`src/rtl/raster_timing_pkg.sv`:
```
// Shared raster presets and the span decode used by the timing counter.
//   VGA_*  : 640x480@60 timing, active-low syncs.
//   TST_*  : tiny 4x3 raster used for quick simulation.
package raster_timing_pkg;

    // 640x480@60
    localparam int   VGA_WIDTH    = 800;
    localparam int   VGA_HEIGHT   = 525;
    localparam int   VGA_H_ACTIVE = 640;
    localparam int   VGA_HS_START = 656;
    localparam int   VGA_HS_END   = 752;
    localparam int   VGA_V_ACTIVE = 480;
    localparam int   VGA_VS_START = 490;
    localparam int   VGA_VS_END   = 492;
    localparam logic VGA_HS_POL   = 1'b0;
    localparam logic VGA_VS_POL   = 1'b0;

    // Small test raster
    localparam int   TST_WIDTH    = 4;
    localparam int   TST_HEIGHT   = 3;
    localparam int   TST_H_ACTIVE = 2;
    localparam int   TST_HS_START = 2;
    localparam int   TST_HS_END   = 3;
    localparam int   TST_V_ACTIVE = 2;
    localparam int   TST_VS_START = 2;
    localparam int   TST_VS_END   = 3;
    localparam logic TST_HS_POL   = 1'b1;
    localparam logic TST_VS_POL   = 1'b1;

    // Half-open span test: lo <= v < hi
    function automatic logic in_span(input int v, input int lo, input int hi);
        return (v >= lo) && (v < hi);
    endfunction

endpackage

```
`src/rtl/raster_timing_counter_wrap_counter.sv`:
```
// Wrapping counter 0..MAX with a registered terminal-count flag.
//   clk    : clock
//   reset  : synchronous active-high reset to 0
//   en     : advance by one (wraps MAX -> 0)
//   clr    : synchronous clear to 0, independent of en
//   count  : current value
//   at_max : 1 when count == MAX (registered alongside count)
module wrap_counter #(
    parameter int BITS = 10,
    parameter int MAX  = 799
) (
    input  logic            clk,
    input  logic            reset,
    input  logic            en,
    input  logic            clr,
    output logic [BITS-1:0] count,
    output logic            at_max
);

    localparam logic [BITS-1:0] MAX_V = BITS'(MAX);

    logic [BITS-1:0] count_q, count_d;
    logic            at_max_q;

    always_comb begin
        count_d = count_q;
        if (clr)
            count_d = '0;
        else if (en)
            count_d = (count_q == MAX_V) ? '0 : count_q + BITS'(1);
    end

    // The flag is decoded from the next count so it never lags count.
    always_ff @(posedge clk) begin
        if (reset) begin
            count_q  <= '0;
            at_max_q <= (MAX == 0);
        end else begin
            count_q  <= count_d;
            at_max_q <= (count_d == MAX_V);
        end
    end

    assign count  = count_q;
    assign at_max = at_max_q;

endmodule

```
`src/rtl/raster_timing_counter.sv`:
```
// Raster walker: x/y over active + blanking with registered sync/active/
// boundary outputs that always describe the (x,y) presented alongside them.
//   clk, reset : pixel clock, synchronous active-high reset
//   on         : advance enable; 0 holds every output
//   restart    : reload (0,0) when on=1
//   x, y       : current column / line
//   hsync/vsync: syncs with polarity HS_POL / VS_POL
//   active     : x < H_ACTIVE and y < V_ACTIVE
//   line_end   : x == WIDTH-1
//   frame_end  : x == WIDTH-1 and y == HEIGHT-1
module raster_timing_counter
    import raster_timing_pkg::*;
#(
    parameter int   XBITS    = 10,
    parameter int   YBITS    = 10,
    parameter int   WIDTH    = VGA_WIDTH,
    parameter int   HEIGHT   = VGA_HEIGHT,
    parameter int   H_ACTIVE = VGA_H_ACTIVE,
    parameter int   HS_START = VGA_HS_START,
    parameter int   HS_END   = VGA_HS_END,
    parameter int   V_ACTIVE = VGA_V_ACTIVE,
    parameter int   VS_START = VGA_VS_START,
    parameter int   VS_END   = VGA_VS_END,
    parameter logic HS_POL   = VGA_HS_POL,
    parameter logic VS_POL   = VGA_VS_POL
) (
    input  logic             clk,
    input  logic             reset,
    input  logic             on,
    input  logic             restart,
    output logic [XBITS-1:0] x,
    output logic [YBITS-1:0] y,
    output logic             hsync,
    output logic             vsync,
    output logic             active,
    output logic             line_end,
    output logic             frame_end
);

    generate
        if (WIDTH > 2**XBITS || HEIGHT > 2**YBITS) begin : g_bad_size
            $error("raster_timing_counter: WIDTH/HEIGHT exceed counter width");
        end
        if (!(H_ACTIVE <= HS_START && HS_START <= HS_END && HS_END <= WIDTH)) begin : g_bad_h
            $error("raster_timing_counter: horizontal timing out of order");
        end
        if (!(V_ACTIVE <= VS_START && VS_START <= VS_END && VS_END <= HEIGHT)) begin : g_bad_v
            $error("raster_timing_counter: vertical timing out of order");
        end
    endgenerate

    logic x_at_max, y_at_max;
    logic clr;

    // restart only counts when enabled
    assign clr = on & restart;

    wrap_counter #(.BITS(XBITS), .MAX(WIDTH-1)) u_x (
        .clk(clk), .reset(reset), .en(on), .clr(clr),
        .count(x), .at_max(x_at_max)
    );

    wrap_counter #(.BITS(YBITS), .MAX(HEIGHT-1)) u_y (
        .clk(clk), .reset(reset), .en(on & x_at_max), .clr(clr),
        .count(y), .at_max(y_at_max)
    );

    // Position the counters will hold after a normal advance; the decodes
    // are taken from it so they land in the same cycle as x/y.
    int x_nxt, y_nxt;
    always_comb begin
        x_nxt = x_at_max ? 0 : int'(x) + 1;
        y_nxt = int'(y);
        if (x_at_max)
            y_nxt = y_at_max ? 0 : int'(y) + 1;
    end

    logic hsync_q, vsync_q, active_q, frame_end_q;
    logic hsync_d, vsync_d, active_d, frame_end_d;

    always_comb begin
        hsync_d     = in_span(x_nxt, HS_START, HS_END) ? HS_POL : ~HS_POL;
        vsync_d     = in_span(y_nxt, VS_START, VS_END) ? VS_POL : ~VS_POL;
        active_d    = (x_nxt < H_ACTIVE) && (y_nxt < V_ACTIVE);
        frame_end_d = (x_nxt == WIDTH-1) && (y_nxt == HEIGHT-1);
    end

    // Reset and restart load the same fixed (0,0) decode.
    always_ff @(posedge clk) begin
        if (reset || clr) begin
            hsync_q     <= ~HS_POL;
            vsync_q     <= ~VS_POL;
            active_q    <= 1'b1;
            frame_end_q <= (WIDTH == 1) && (HEIGHT == 1);
        end else if (on) begin
            hsync_q     <= hsync_d;
            vsync_q     <= vsync_d;
            active_q    <= active_d;
            frame_end_q <= frame_end_d;
        end
    end

    assign hsync     = hsync_q;
    assign vsync     = vsync_q;
    assign active    = active_q;
    assign line_end  = x_at_max;
    assign frame_end = frame_end_q;

endmodule

```
`config.mk`:
```
export PLATFORM = sky130hd
export DESIGN_NAME = raster_timing_counter
export DESIGN_NICKNAME = d
export VERILOG_FILES = /design/src/rtl/raster_timing_pkg.sv /design/src/rtl/raster_timing_counter_wrap_counter.sv /design/src/rtl/raster_timing_counter.sv
export SDC_FILE = /design/constraint.sdc
export NUM_CORES = 1
export LEC_CHECK = 0
export ABC_AREA = 0
export CAP_MARGIN = 20
export CORE_ASPECT_RATIO = 0.75
export CORE_MARGIN = 2
export CORE_UTILIZATION = 30
export CTS_BUF_LIST = sky130_fd_sc_hd__clkbuf_4 sky130_fd_sc_hd__clkbuf_8
export DETAILED_ROUTE_END_ITERATION = 6
export PLACE_DENSITY_LB_ADDON = 0.2
export REMOVE_ABC_BUFFERS = 1
export SLEW_MARGIN = 25
export SYNTH_ARGS = -nofsm -noshare
export SYNTH_HDL_FRONTEND = slang
export SYNTH_SLANG_ARGS = --single-unit
export TNS_END_PERCENT = 30
```
`constraint.sdc`:
```
create_clock -name clk -period 4.7 [get_ports clk]
set_input_delay 0.705 -clock clk [delete_from_list [all_inputs] [get_ports clk]]
set_output_delay 0.705 -clock clk [all_outputs]
set_load 0.03 [all_outputs]
```
==> results.py <==
metrics = {
    "worst_setup_path": {
        "cp_cell_sequence": "ha_1 -> nand4_1 -> nor4_1 -> nor4bb_1 -> a211oi_1 -> nor4_1 -> and4b_1",
        "start_kind": "flop",
        "rrSetupSlack_ps": 1920,
        "arrival_ps": 2960,
        "cp_top_family": "simple AND/OR/NAND/NOR gates",
        "cpMostUsedCell": "nor4_1",
        "path_depth": 7,
        "worstPathRequired_ps": 4880,
        "crit_path_max_incr_delay_ps": 610,
        "critPathMaxFanout": 16,
        "rr_worst_depth": 7,
        "worstSetupPathType": "flop to flop",
        "crit_path_top_delay_cell": "nor4_1",
        "critPathBufInv": 0,
        "critPathCaptureType": "flop",
    },
    "yosys": {
        "syn_inst": 316,
        "ys_types": 58,
        "synth_ff_type": "dfxtp_1",
        "yosys.area.top_type": "dfxtp_1",
        "avgSynthCellArea_um2": 7.01,
        "yosys-top-cells-area": "dfxtp_1 23%, nor2_1 7.3%, a21oi_1 5.4%",
        "synth-edff-count": 0,
        "synth_area_um2": 2220,
        "ys_warn_count": 0,
        "synth-seq-area-share": 0.235,
        "synth_seq_cells": 26,
        "async_flop_share": 0,
        "synth_top_area_share": 0.235,
    },
    "power_and_ir_drop": {
        "vdd_drop_max_uv": 99.5,
        "power_leakage_nw": 0.751,
        "power_mw": 0.399,
        "power_density_nw_per_um2": 157,
    },
    "clock_tree": {
        "cts_hold_buf": 0,
        "post_cts_resized": 0,
        "ctsLongestPathBuffers": 2,
        "cts_htree_levels": 1,
        "postCtsSetupRepairBufs": 0,
        "clk_pin_slew_ps": 100,
        "clock_sinks": 26,
        "clock-root-buffer": "clkbuf_8",
        "insertion_delay_ps": 280,
        "cts_tree": "built",
        "cts-buffers-inserted": 3,
    },
    "sta": {
        "finClkSkew_ps": 7.24,
        "rsz0062_at_grt": "false",
        "finalSetupTns_ps": 0,
        "tightest_slew_ps": 653,
        "fmax_mhz": 359,
        "worst_slack_ps": 1920,
        "maxSlewViolCount": 0,
        "period_needed_ps": 2780,
        "finalCritPeriodShare": 0.592,
        "setup_viol": 0,
        "slew_headroom": 0.564,
        "finalHoldViolCount": 0,
    },
    "floorplan": {
        "initial_core_util": 0.305,
        "coreArea_um2": 7260,
        "rows": 27,
        "die_x_um": 103,
        "pin_count": 29,
        "dieHeight_um": 78.4,
        "dieArea_um2": 8100,
    },
    "outcome": {
        "status": "finished clean",
    },
    "placement": {
        "dp_cells": 417,
        "post-dp-hpwl_um": 4610,
        "dp_slack_ps": 1760,
        "place_congestion": 0.854,
        "io_buffers": 28,
    },
    "layout": {
        "nNetsFinal": 329,
        "multi_input_area_um2": 1530,
        "syn_to_final_growth_pct": 14.3,
        "fin_util": 0.349,
        "drive_above_1_share": 0.0500,
        "fillers": 777,
        "seqCellArea_um2": 520,
        "fin_cells": 421,
        "antennaDiodeCount": 0,
    },
    "global_route": {
        "overflow": 0,
        "antenna_found_initial": 0,
        "grt_pass1_vias": 2089,
        "grt_usage": 0.170,
        "grt_pass1_wl_um": 11000,
        "grt_max_degree": 21,
    },
    "drt": {
        "ant_nets": 0,
        "drc": 0,
        "first_pass_iters": 5,
        "drtIter0Drc": 188,
        "vias": 2297,
        "vias_per_cell": 5.46,
        "wirelength_um": 6450,
        "routedWlPerCell_um": 15.3,
    },
    "min_path": {
        "hold_depth": 2,
        "worstHoldPathType": "flop to flop",
    },
    "job": {
        "cap_violations": 0,
    },
}
state kept, by name, summed over array words and instances, names as in the netlist:
signal      flops
hsync           1
u_x.count      10
u_y.at_max      1
frame_end       1
u_y.count      10
active          1
vsync           1
u_x.at_max      1
report_power, final:
group	leakage [nW]	switching [mW]	internal (mW)	total, mW
combinational	0.512	0.0170	0.00840	0.0254
clock	0.0288	0.0757	0.0750	0.151
sequential	0.210	0.00151	0.221	0.223
total	0.751	0.0941	0.305	0.399
tightest hold or removal path, stage by stage (launching register included):
cell and delay, ps:
dfxtp_1 340, nand2_1 60, o31ai_2 50
cells by family (layout without fill, tap and decap cells):
family	Yosys count	count (layout)	share of synthesized area
xor+xnor	11	11	0.0435
mux	1	1	0.00508
buf+inv	33	37	0.0757
simple gates	158	158	0.373
flops	26	26	0.235
compound gates	83	83	0.245
fa+ha+maj	4	4	0.0226
metal layers:
| layer | vias up | GRT usage | share of wire |
|---|---|---|---|
| li1 | 1149 | - | - |
| met1 | 1076 | 0.266 | 0.53 |
| met2 | 70 | 0.244 | 0.42 |
| met3 | 2 | 0.0232 | 0.048 |
| met4 | 0 | 0.0355 | 0.0067 |
| met5 | - | 0 | 0 |
cells in the mapped netlist, drive strengths merged (5+ instances only):
library cell and count:
nor3 17, clkbuf 16, o21ai 26, nand2 30
and3 7, nor2 43, dfxtp 26, nor3b 5
buf 13, nor4 9, nand2b 6, o31ai 5
nand3 12, xnor2 7, a21oi 25
stage by stage:
stage / area (um^2) / hold WS (ps)
5_1_grt: 2530 / 508
6_report: 2530 / 481
4_1_cts: 2530 / 488
3_3_place_gp: 2480 / 468
2_1_floorplan: 2060 / 595
3_5_place_dp: 2480 / 467
area by class of cell:
class,count,share of cell area
Clock buffer,4,0.0217
Inverter,4,0.00593
Multi-Input combinational cell,257,0.603
Sequential cell,26,0.206
Tap cell,101,0.0499
Timing Repair Buffer,29,0.114
final timing paths:
check                          startpoint                      to
setup / recovery  u_x.count[0]$_SDFF_PP0_   u_x.at_max$_SDFF_PP0_
hold / removal     frame_end$_SDFFE_PP0P_  frame_end$_SDFFE_PP0P_
setup reg to reg  u_x.count[0]$_SDFF_PP0_   u_x.at_max$_SDFF_PP0_
hold reg to reg    frame_end$_SDFFE_PP0P_  frame_end$_SDFFE_PP0P_
cell usage in the layout, fill, tap and decap left out, drive strengths merged, types with 2 or more instances in the layout:
cell           netlist  routed
xor2                 4       4
nor2                43      43
nor2b                4       4
a22oi                2       2
nand3               12      12
o21ai               26      26
nor4                 9       9
nor3b                5       5
ha                   4       4
nor3                17      17
nand4                4       4
xnor2                7       7
nand2b               6       6
a221oi               2       2
and2                 3       3
clkdlybuf4s50        0      28
and3                 7       7
or2                  2       2
o31ai                5       5
nand2               30      30
dfxtp               26      26
a211oi               4       4
a31oi                4       4
nand3b               2       2
nand4b               3       3
inv                  4       4
o211ai               2       2
or3                  2       2
a32oi                2       2
clkbuf              16       4
or3b                 2       2
a21o                 2       2
a21oi               25      25
Note: power is estimated with default switching activity, not from simulation.
